--- config.mk ---
export PLATFORM = sky130hd
export DESIGN_NAME = lane_hit_scorer
export DESIGN_NICKNAME = d
export VERILOG_FILES = /design/src/rtl/guitar_pkg.sv /design/src/rtl/bcd_serial_adder.sv /design/src/rtl/lane_hit_scorer.sv
export SDC_FILE = /design/constraint.sdc
export NUM_CORES = 1
export LEC_CHECK = 0
export ABC_CLOCK_PERIOD_IN_PS = 2900
export CAP_MARGIN = 20
export CELL_PAD_IN_SITES_DETAIL_PLACEMENT = 1
export CELL_PAD_IN_SITES_GLOBAL_PLACEMENT = 1
export CORE_MARGIN = 2
export CORE_UTILIZATION = 33
export CTS_CLUSTER_DIAMETER = 100
export DETAILED_ROUTE_END_ITERATION = 16
export GPL_TIMING_DRIVEN = 1
export PLACE_DENSITY_LB_ADDON = 0.1
export SLEW_MARGIN = 20
export SYNTH_ARGS = -nofsm -noshare
export SYNTH_HDL_FRONTEND = slang
export SYNTH_SLANG_ARGS = --single-unit
--- constraint.sdc ---
create_clock -name Clk -period 2.9 [get_ports Clk]
set_input_delay 0.58 -clock Clk [delete_from_list [all_inputs] [get_ports Clk]]
set_output_delay 0.58 -clock Clk [all_outputs]
set_load 0.02 [all_outputs]
--- src/rtl/guitar_pkg.sv ---
// guitar_pkg: shared types and constants for the lane scoring path.
package guitar_pkg;
  typedef enum logic [1:0] {J_NONE, J_GOOD, J_PERF, J_MISS} judge_t;
  typedef enum logic [1:0] {S_IDLE, S_ADD, S_DONE} add_state_t;
  localparam logic [7:0] KEY_A = 8'h04;
  localparam logic [7:0] KEY_S = 8'h16;
  localparam logic [7:0] KEY_D = 8'h07;
  localparam logic [7:0] KEY_F = 8'h09;
  localparam logic [7:0] KEY_G = 8'h0A;
  localparam int DEF_HIT_Y_MIN  = 400;
  localparam int DEF_HIT_Y_MAX  = 440;
  localparam int DEF_PERF_Y_MIN = 412;
  localparam int DEF_PERF_Y_MAX = 428;
  typedef struct packed {
    logic [3:0] player;
    logic [3:0] points;
  } score_evt_t;
endpackage

--- src/rtl/bcd_serial_adder.sv ---
// bcd_serial_adder: adds a single-digit value to a BCD bank one digit per cycle, saturating to all 9s.
module bcd_serial_adder
  import guitar_pkg::*;
#(
  parameter int DIGITS = 4
) (
  input  logic                Clk,
  input  logic                Reset,
  input  logic                start,
  input  logic [DIGITS*4-1:0] operand,
  input  logic [3:0]          addend,
  output logic                busy,
  output logic                done,
  output logic [DIGITS*4-1:0] result
);
  localparam int CW = $clog2(DIGITS + 1);
  add_state_t          st;
  logic [DIGITS*4-1:0] acc;
  logic [3:0]          add;
  logic                carry;
  logic [CW-1:0]       cnt;
  logic [4:0]          sum;
  logic [3:0]          dig;
  assign sum    = 5'(acc[3:0]) + 5'(add) + 5'(carry);
  assign dig    = (sum > 5'd9) ? 4'(sum - 5'd10) : sum[3:0];
  assign busy   = st != S_IDLE;
  assign done   = st == S_DONE;
  assign result = carry ? {DIGITS{4'h9}} : acc;
  // acc rotates right one digit per ADD cycle, so after DIGITS cycles it is back in order
  always_ff @(posedge Clk) begin
    if (Reset) begin
      st    <= S_IDLE;
      acc   <= '0;
      add   <= '0;
      carry <= 1'b0;
      cnt   <= '0;
    end else begin
      case (st)
        S_IDLE: if (start) begin
          acc   <= operand;
          add   <= addend;
          carry <= 1'b0;
          cnt   <= '0;
          st    <= S_ADD;
        end
        S_ADD: begin
          acc   <= {dig, acc[DIGITS*4-1:4]};
          carry <= sum > 5'd9;
          add   <= '0;
          cnt   <= cnt + 1'b1;
          st    <= (cnt == CW'(DIGITS - 1)) ? S_DONE : S_ADD;
        end
        default: st <= S_IDLE;
      endcase
    end
  end
endmodule

--- src/rtl/lane_hit_scorer.sv ---
// lane_hit_scorer: judges key presses against note lanes, tracks combo/multiplier
// and accumulates per-player BCD scores through one shared serial adder.
module lane_hit_scorer
  import guitar_pkg::*;
#(
  parameter int NUM_LANES      = 5,
  parameter int NUM_PLAYERS    = 2,
  parameter int Y_W            = 10,
  parameter int HIT_Y_MIN      = DEF_HIT_Y_MIN,
  parameter int HIT_Y_MAX      = DEF_HIT_Y_MAX,
  parameter int PERF_Y_MIN     = DEF_PERF_Y_MIN,
  parameter int PERF_Y_MAX     = DEF_PERF_Y_MAX,
  parameter int SCORE_DIGITS   = 4,
  parameter int COMBO_PER_MULT = 4,
  parameter int MAX_MULT       = 4,
  parameter logic [NUM_LANES*8-1:0] LANE_KEYS = {KEY_G, KEY_F, KEY_D, KEY_S, KEY_A}
) (
  input  logic                                    Clk,
  input  logic                                    Reset,
  input  logic                                    frame_tick,
  input  logic [NUM_LANES*Y_W-1:0]                lane_y,
  input  logic [NUM_LANES-1:0]                    lane_active,
  input  logic [7:0]                              keycode,
  input  logic [$clog2(NUM_PLAYERS)-1:0]          active_player,
  output logic [NUM_PLAYERS*SCORE_DIGITS*4-1:0]   score_bcd,
  output logic [7:0]                              combo,
  output logic [2:0]                              multiplier,
  output logic [NUM_LANES-1:0]                    hit_pulse,
  output logic [NUM_LANES-1:0]                    miss_pulse,
  output logic [1:0]                              judge,
  output logic                                    busy,
  output logic                                    drop_flag
);
  localparam int BW = SCORE_DIGITS * 4;
  logic [7:0]                         prev_key;
  logic [$clog2(NUM_PLAYERS)-1:0]     prev_player;
  logic [NUM_LANES-1:0]               consumed, press, in_perf, hit_v, pass_v, clr, miss_v;
  logic                               any_hit, any_miss, perf, take, accept, done, pend_valid;
  logic [7:0]                         mstep;
  logic [3:0]                         pts, add_player;
  score_evt_t                         new_evt, pend_evt;
  logic [BW-1:0]                      operand, result;
  for (genvar i = 0; i < NUM_LANES; i++) begin : g_lane
    logic [Y_W-1:0] y;
    assign y         = lane_y[i*Y_W +: Y_W];
    assign press[i]  = (keycode != prev_key) && (keycode == LANE_KEYS[i*8 +: 8]);
    assign in_perf[i] = (y >= Y_W'(PERF_Y_MIN)) && (y <= Y_W'(PERF_Y_MAX));
    assign hit_v[i]  = press[i] && lane_active[i] && !consumed[i]
                       && (y >= Y_W'(HIT_Y_MIN)) && (y <= Y_W'(HIT_Y_MAX));
    assign pass_v[i] = frame_tick && lane_active[i] && !consumed[i] && (y > Y_W'(HIT_Y_MAX));
    assign clr[i]    = !lane_active[i] || (y < Y_W'(HIT_Y_MIN));
  end
  assign miss_v     = (press & ~hit_v) | pass_v;
  assign any_hit    = |hit_v;
  assign any_miss   = |miss_v;
  assign perf       = |(hit_v & in_perf);
  assign mstep      = combo / 8'(COMBO_PER_MULT);
  assign multiplier = (mstep >= 8'(MAX_MULT - 1)) ? 3'(MAX_MULT) : 3'(mstep + 8'd1);
  assign pts        = perf ? {multiplier, 1'b0} : {1'b0, multiplier};
  assign new_evt    = {4'(active_player), pts};
  assign take       = pend_valid && !busy;
  // a full buffer can still accept when the adder drains it this very cycle
  assign accept     = any_hit && (!pend_valid || take);
  assign operand    = score_bcd[pend_evt.player*BW +: BW];
  bcd_serial_adder #(.DIGITS(SCORE_DIGITS)) u_add (
    .Clk     (Clk),
    .Reset   (Reset),
    .start   (take),
    .operand (operand),
    .addend  (pend_evt.points),
    .busy    (busy),
    .done    (done),
    .result  (result)
  );
  always_ff @(posedge Clk) begin
    if (Reset) begin
      prev_key    <= '0;
      prev_player <= '0;
      consumed    <= '0;
      hit_pulse   <= '0;
      miss_pulse  <= '0;
      combo       <= '0;
      judge       <= J_NONE;
      pend_valid  <= 1'b0;
      pend_evt    <= '0;
      drop_flag   <= 1'b0;
      add_player  <= '0;
      score_bcd   <= '0;
    end else begin
      prev_key    <= keycode;
      prev_player <= active_player;
      consumed    <= (consumed | hit_v | pass_v) & ~clr;
      hit_pulse   <= hit_v;
      miss_pulse  <= miss_v;
      combo       <= (active_player != prev_player) ? 8'd0 :
                     any_hit ? ((combo == 8'hFF) ? combo : combo + 8'd1) :
                     any_miss ? 8'd0 : combo;
      judge       <= any_hit ? (perf ? J_PERF : J_GOOD) : any_miss ? J_MISS : judge;
      pend_valid  <= accept || (pend_valid && !take);
      if (accept) pend_evt <= new_evt;
      if (any_hit && !accept) drop_flag <= 1'b1;
      if (take) add_player <= pend_evt.player;
      if (done) score_bcd[add_player*BW +: BW] <= result;
    end
  end
endmodule

==> summary by stage, run 1 <==
Run status
The run finished with clean final reports.

STA
The achievable frequency is between 300 and 400 MHz. For the pin with the worst max-slew slack, the measured transition is 0.692 ns. Setup repair after global routing could not meet its margin everywhere. The worst hold slack is 0.480 ns. The final setup violation count is 0. The count of pins over their slew limit came to 0. The final number of hold-violating endpoints was 0. The final period utilization is 96.2%. Measured against its own limit, the worst slew margin works out to 53.8%.

After layout, the minimum clock period comes to about 2.8 ns. The final clock skew is 0.0118 ns. Once routing completed, OpenROAD measured the worst setup slack at 0.111 ns.

Synthesis
By area the synthesized netlist is led by dfxtp_1, nor2_1, a211oi_1. The number of nets in the synthesized netlist is 710. The largest family of logic cells by synthesized area is simple AND/OR/NAND/NOR gates. The post-synthesis share of cell area spent on and, or, nand and nor gates is between 20% and 30%. Summing the areas of all compound-gate instances in the mapped netlist gives 22.1% of the synthesized area. The Yosys warning count is 0.

Counting every instance in the synthesized netlist gives approximately 630. The share of the yosys chip area belonging to registers is 38.6%. The predominant post-synthesis flop cell is dfxtp_1. The netlist uses 62 different library cells. The fraction of registers with async set/reset is 0%.

The top cell type's share of synthesized area is 38.6%. The mapped netlist covers 5190 sq um. The adder-cell share of the synthesized area is 2.70%. dfxtp_1 takes more of the synthesized area than any other cell. Averaged over all synthesized cells, the footprint is 8.20 sq um.

The xor and xnor fraction of the mapped netlist area is 2.03%. Yosys mapped a number of flops with a built-in enable equal to 0. The flip-flop and latch count after synthesis is 100. In the synthesized netlist, mux cells make up 4.46% of the area.

Clock network
Clock-pin slew was measured on the worst setup and hold paths at 0.08 ns. The clock reaches the later pin of the worst-skew pair after between 0.3 and 0.4 ns. The TritonCTS buffer count is 9. The clock tree from TritonCTS is done.

The H-tree generated during clock tree synthesis spans 3 levels. CTS placed an instance of clkbuf_16 at the clock tree root. The number of sinks on the clock net is 100. Hold repair after CTS inserted 0 buffers. The longest clock path from root to sink contains 2 buffers.

Cells and area
The final standard cell utilization of the core is 48.4%. The layout filler cell count is 1813. The final instance area is 7390 sq um. Compared with the post-synthesis result, the final layout area differs by 42.5%. The number of antenna diodes in the final layout is 0. Excluding fillers, the count of instances in the completed layout stands at around 1000. The most common library cell in the layout ignoring fill and taps is clkdlybuf4s50_1. The layout net count is 878.

In the layout the commonest cells are clkdlybuf4s50_1, dfxtp_1, nor2_1, buf_4, nand2_1. The post-route netlist has 12.8% of its cells at a drive strength greater than 1.

Job
Max-cap violations in this run came to 0.

Global route
The initial antenna violation count is 0. The pin count of the biggest net entering global routing is between 40 and 50. The residual overflow from global routing is 0.

The first global-routing pass estimated 29.2 mm of wire. The number of global-route vias before repair is 5638. The global router's overall resource usage is 22.0%.

Placed design
At the end of routability-driven placement, the weighted congestion stood at 0.845. Port buffering added approximately 120 buffers. The HPWL reported at the end of detailed placement is about 14 mm.

Once placement finished, the instance area stood at 7040 sq um. The total instance count after detailed placement is 1000. Prior to clock tree synthesis, the placed netlist has a worst setup slack of -0.234 ns.

Critical path
The delay of the slowest cell on the worst path is 0.44 ns. The critical path is of the primary input to register type. The kind of start point of the critical path is a primary input. In this run the worst path has a maximum fanout of 6. The critical path goes through clkdlybuf4s50_1 > buf_4 > nor4_2 > buf_4 > nand4b_1 > buf_4 > a21oi_1 > nand2b_1 > and3_1 > buf_4 > o21ai_0 > a21oi_1. The worst register-to-register path has a depth of 10. The data arrival time of the worst path is 3.01 ns. By instance count, the cell type seen most on the critical path is buf_4. STA classifies the critical path endpoint as a register.

The endpoint required time on the critical path is approximately 3.1 ns. The highest-delay cell along the critical path is clkdlybuf4s50_1.

Drt
The DRC violation count after routing is 0. The detail route stage leaves a number of antenna-violating nets equal to 0. The detailed-router iteration count before antenna repair is 4. The detail-routed net length per standard cell is 17.8 um. The total number of vias is 5431. After detailed routing, the number of vias per cell comes to 5.34.

For this block, the routed nets add up to 18.1 mm of wire. The iteration-0 DRC count of the detailed router is 245.

Floorplan
The width of the die is between 100 and 150 um. approximately 120 I/O pins were placed. The floorplan step defined a die boundary enclosing 16700 sq um. Row generation in the floorplan step produced 45 rows. In this run the vertical extent of the chip is 129 um. Once the floorplan was initialized, standard cells occupied 34.0% of the core. The core region area is 15300 sq um.

Min path
The hold-critical path depth is 2. The path type of the worst min-delay path is register to register.

Power
Power spread over the standard cell area amounts to slightly above 400 nW/um^2. The leakage power summed over all cells is 2.69 nW. The peak supply drop is 0.000340 V.
[kinds of logic (layout without fill, tap and decap cells)]
| logic type | after synthesis | after routing |
|---|---|---|
| AO/OA/AOI/OAI | 172 | 172 |
| XOR/XNOR | 12 | 12 |
| adder cells (fa/ha/maj) | 10 | 10 |
| buffers and inverters | 41 | 214 |
| flip-flops | 100 | 100 |
| multiplexers | 23 | 23 |
| AND/OR/NAND/NOR | 275 | 275 |
[critical path, delay by kind of cell]
kind | cells | cell delay (ns)
buffers and inverters | 5 | 1.14
and+or+nand+nor | 4 | 0.78
AOI/OAI and AO/OA | 3 | 0.51
[layer usage]
layer / global-route usage, % / vias up / share of wire (%)
li1: - / 2643 / -
met1: 30.1 / 2659 / 49
met2: 35.8 / 103 / 46
met3: 2.73 / 26 / 2.8
met4: 7.99 / 0 / 2.2
met5: 0 / - / 0
[worst paths after layout]
check	start	to	slack, ns
worst max-delay path	keycode[6]	pend_evt[4]	0.11
worst max register to register	u_add.carry	u_add.acc[14]	0.19
worst min register to register	score_bcd[21]	score_bcd[21]	0.48
worst min-delay path	score_bcd[21]	score_bcd[21]	0.48
[flip-flops by register name, summed over array words and instances (netlist names)]
| signal | count |
|---|---|
| add_player | 1 |
| combo | 8 |
| consumed | 5 |
| drop_flag | 1 |
| hit_pulse | 5 |
| judge | 2 |
| miss_pulse | 5 |
| pend_evt | 5 |
| pend_valid | 1 |
| prev_key | 8 |
| prev_player | 1 |
| score_bcd | 32 |
| u_add.acc | 16 |
| u_add.add | 4 |
| u_add.carry | 1 |
| u_add.cnt | 3 |
| u_add.st | 2 |
[cells in the mapped netlist, types with 8 or more instances]
master,number
mux2i_1,22
o211ai_1,10
a21oi_1,61
a211oi_1,41
xor2_1,9
o21ai_0,12
nor2_1,91
clkbuf_1,29
nand3_1,15
nor2b_1,28
nor3_1,8
nand4_1,9
nand2_1,63
dfxtp_1,100
inv_1,9
and3_1,8
ha_1,8
a31oi_1,9
and2_1,10
[area by class of cell]
class	count	area, sq um	share of cell area [%]
Clock buffer	9	225	3.05
Timing Repair Buffer	189	1720	23.3
Sequential cell	100	2000	27.1
Clock inverter	7	97.6	1.32
Inverter	9	33.8	0.457
Multi-Input combinational cell	492	3050	41.2
Tap cell	211	264	3.57
[power by group]
group	switching (mW)	internal, mW
clock	0.623	0.705
combinational	0.149	0.166
sequential	0.00705	1.39
total	0.780	2.26
[repair_timing]
action / 4_1_cts / 5_1_grt
setup buffers: 0 / 1
resized for setup: 0 / 6
endpoints found under the setup margin: 0 / 6
[through the flow]
stage	setup TNS [ns]	total power, mW
floorplan	0	1.54
global placement	-1.63	1.73
detailed placement	-2.56	1.74
CTS	0	3.07
global route	-0.0431	3.15
finish	0	3.04
(Power assumes the default switching activity.)
==> run 2, diff against run 1 <==
- ABC_CLOCK_PERIOD_IN_PS: 2900 -> unset
- CORE_ASPECT_RATIO: unset -> 0.9
==> run 2 against run 1 <==
Net effect:
- count of clock-buffer cells in the layout rose by 1
- register-to-register slack hardly changed
- utilization shrank 0.86 points
- clock skew decreased by 0.0012 ns
- non-clock buffer count down 7
- clock power shrank 5%
- power is 2.3% lower
- critical path type unchanged
- critical endpoint is now judge[1]
- largest cell class unchanged
- highest routed layer unchanged
==> summary by stage, run 2 (same netlist as run 1, synthesis figures left out) <==
Cells and area
The area used by sequential logic in the layout is 2000 sq um (unchanged). The number of flip-flops in the largest register is 32 (unchanged). The diode insertion count for antenna repair is 0 (unchanged). The layout net count is 871 (-0.80%). The library cell used most frequently in the layout, excluding fill and tap cells, is clkdlybuf4s50_1.

The final standard cell utilization of the core is 47.6% (-0.86 points). The fraction of final layout cells with drive strength greater than 1 is 11.9% (-0.89 points). The multi-input combinational cell area is 3050 sq um (+0.16%). More flip-flops sit in one register than any other, and that register is score_bcd.

Leaving out fill and tap cells, the most frequent cells in the layout are clkdlybuf4s50_1, dfxtp_1, nor2_1, nand2_1, a21oi_1. The largest registers in the layout are score_bcd x32, u_add.acc x16. The layout overhead on the synthesized area is 41.1%. The layout filler cell count came to 1874 (+3.4%).

Critical path
The kind of capture point of the worst setup path is a register. The highest net fanout along the worst path came to 4 (-2). The endpoint required time on the critical path was 3.13 ns (about the same). The critical path start-end classification is primary input to register. The data arrival time of the worst path was 2.97 ns (-0.04 ns). The worst setup path is launched from a primary input.

Power
The total internal power is 2.25 mW (-0.42%). The power per standard cell area is 405 nW/um^2 (-1.4%). The share of total power in combinational logic is 10.4% (about the same).

The switching power of the nets is 0.718 mW (-7.9%). The peak supply drop is 0.000270 V (-21%). The clock share of power is 42.6% (-1.2 points).

The sequential cell fraction of total power is 47.0% (+1.1 points). The proportion of total power due to net switching is 24.2% (-1.5 points). The leakage power summed over all cells is 2.65 nW (-1.4%).

STA
The final clock skew is 0.0106 ns (-0.00118 ns). The final setup violation count is 0 (unchanged). The worst relative slew slack is 32.7% (-21 points). The final number of hold-violating endpoints came to 0 (unchanged).

The slew at the pin with the worst max-slew slack is 1.01 ns (+0.317 ns). Setup repair after global routing left no endpoint under its margin. The time the final worst path needs with I/O delays and setup was 2.73 ns (-0.0555 ns). The achievable frequency came to 366 MHz (+2.0%). The final worst slack was 0.166 ns (+0.0555 ns). The final period utilization is 94.3% (-1.9 points). The count of pins over their slew limit is 0 (unchanged).

Global route
The pin count of the biggest net entering global routing is 81 (+80%). The initial antenna violation count was 0 (unchanged). The wire length of the first global-routing pass is 28.8 mm (-1.4%).

The residual overflow from global routing is 0 (unchanged). The number of global-route vias before repair is 5624 (-0.25%). The global router's overall resource usage is 21.5% (-0.57 points).

Drt
The via density per instance was 5.31 (-0.55%). The post-detailed-route count of antenna-violating nets came to 0 (unchanged). The detailed-router iteration count before antenna repair is 4 (unchanged).

The iteration-0 DRC count of the detailed router is 242 (-1.2%). The total number of vias is 5316 (-2.1%). The detail-routed net length per standard cell was 17.6 um (-1.2%). The wire length reported by the detailed router is 17.6 mm (-2.8%). The DRC violation count after routing is 0 (unchanged).

Floorplan
The count of pins on the block boundary is 124 (unchanged). The placement row count was 43 (-4.4%). The overall die height came to 123 um (-5.0%). The core region area is 15400 sq um (+0.84%). The width of the die is 136 um (+5.2%). The initial cell density of the core is 33.7% (-0.28 points).

The area of the die came to 16700 sq um (about the same).

Min path
The min-delay analysis places its worst path in the category register to register.

Clock network
The total of cells resized after clock tree synthesis is 0 (unchanged). The level count of the clock H-tree is 3 (unchanged). The hold buffer count at cts was 0 (unchanged).

The post-CTS repair timing setup buffer count came to 0 (unchanged). The number of sinks on the clock net is 100 (unchanged). The TritonCTS buffer count is 9 (unchanged). The later-pin clock latency in the skew report was 0.35 ns (about the same). The clock tree from TritonCTS is done. The clock transition at the registers of the reported paths was 0.08 ns (about the same). The cell at the root of the clock tree is clkbuf_16. The worst-case clock buffer depth is 2 (unchanged).

Placed design
The worst setup slack before clock tree synthesis is -0.191 ns (+0.0425 ns). The number of port buffers is 123 (unchanged). The HPWL reported at the end of detailed placement was 13.2 mm (-4.0%). The final RePlAce weighted congestion came to 0.814 (-3.7%).

Job
The total of max-cap violations was 0 (unchanged).

Run status
The run finished with clean final reports.
run 2: final timing paths:
check	startpoint	endpoint	slack [ns]	cells after the start
worst min-delay path	score_bcd[6]	score_bcd[6]	0.48	2
worst min register to register	score_bcd[6]	score_bcd[6]	0.48	2
worst max-delay path	keycode[2]	judge[1]	0.17	9
worst max register to register	u_add.carry	u_add.acc[13]	0.18	10
run 2: power groups by stage:
stage	logic (mW)	registers [mW]	clock network, mW
2_1_floorplan	0.112	1.43	0
3_3_place_gp	0.297	1.42	0
3_5_place_dp	0.305	1.42	0
4_1_cts	0.308	1.39	1.29
5_1_grt	0.332	1.39	1.35
6_report	0.309	1.39	1.26
run 2: area by class of cell:
type / count / share of cell area [%]
multi-input combinational: 492 / 41.7
timing repair buffer: 182 / 22.9
sequential: 100 / 27.4
clock buffer: 10 / 3.26
clock inverter: 6 / 0.940
inverter: 9 / 0.462
tap: 202 / 3.45
run 2: routing by layer:
layer / part of all wire (%) / up-vias / routed length, um / global-route usage, %
met5: 0 / - / 0 / 0
met4: 1.2 / 0 / 204 / 5.66
met3: 4.2 / 15 / 736 / 3.40
met2: 45 / 99 / 7910 / 35.5
met1: 50 / 2579 / 8730 / 29.2
li1: - / 2623 / - / -
run 2: stage by stage:
step | instances | hold slack, ns | area (sq um) | power [mW] | TNS, ns
6_report | 1001 | 0.478 | 7320 | 2.96 | 0
5_1_grt | 1001 | 0.496 | 7320 | 3.07 | 0
4_1_cts | 1001 | 0.484 | 7290 | 2.99 | 0
3_5_place_dp | 985 | 0.471 | 6980 | 1.73 | -2.23
3_3_place_gp | 985 | 0.460 | 6980 | 1.72 | -0.739
2_1_floorplan | 633 | 0.445 | 5190 | 1.54 | 0
run 2: critical path, cell delays in order:
cell             delay (ns)
clkdlybuf4s50_1        0.47
xor2_1                 0.20
nor4_4                 0.35
and2_1                 0.21
o41ai_1                0.14
buf_4                  0.18
nor4_4                 0.34
nand3_1                0.19
o221a_1                0.31
==> run 3, diff against run 2 <==
- SLEW_MARGIN: 20 -> 25
==> results of run 3 <==
No change in the layout: final DEF, timing and power equal those of run 2.
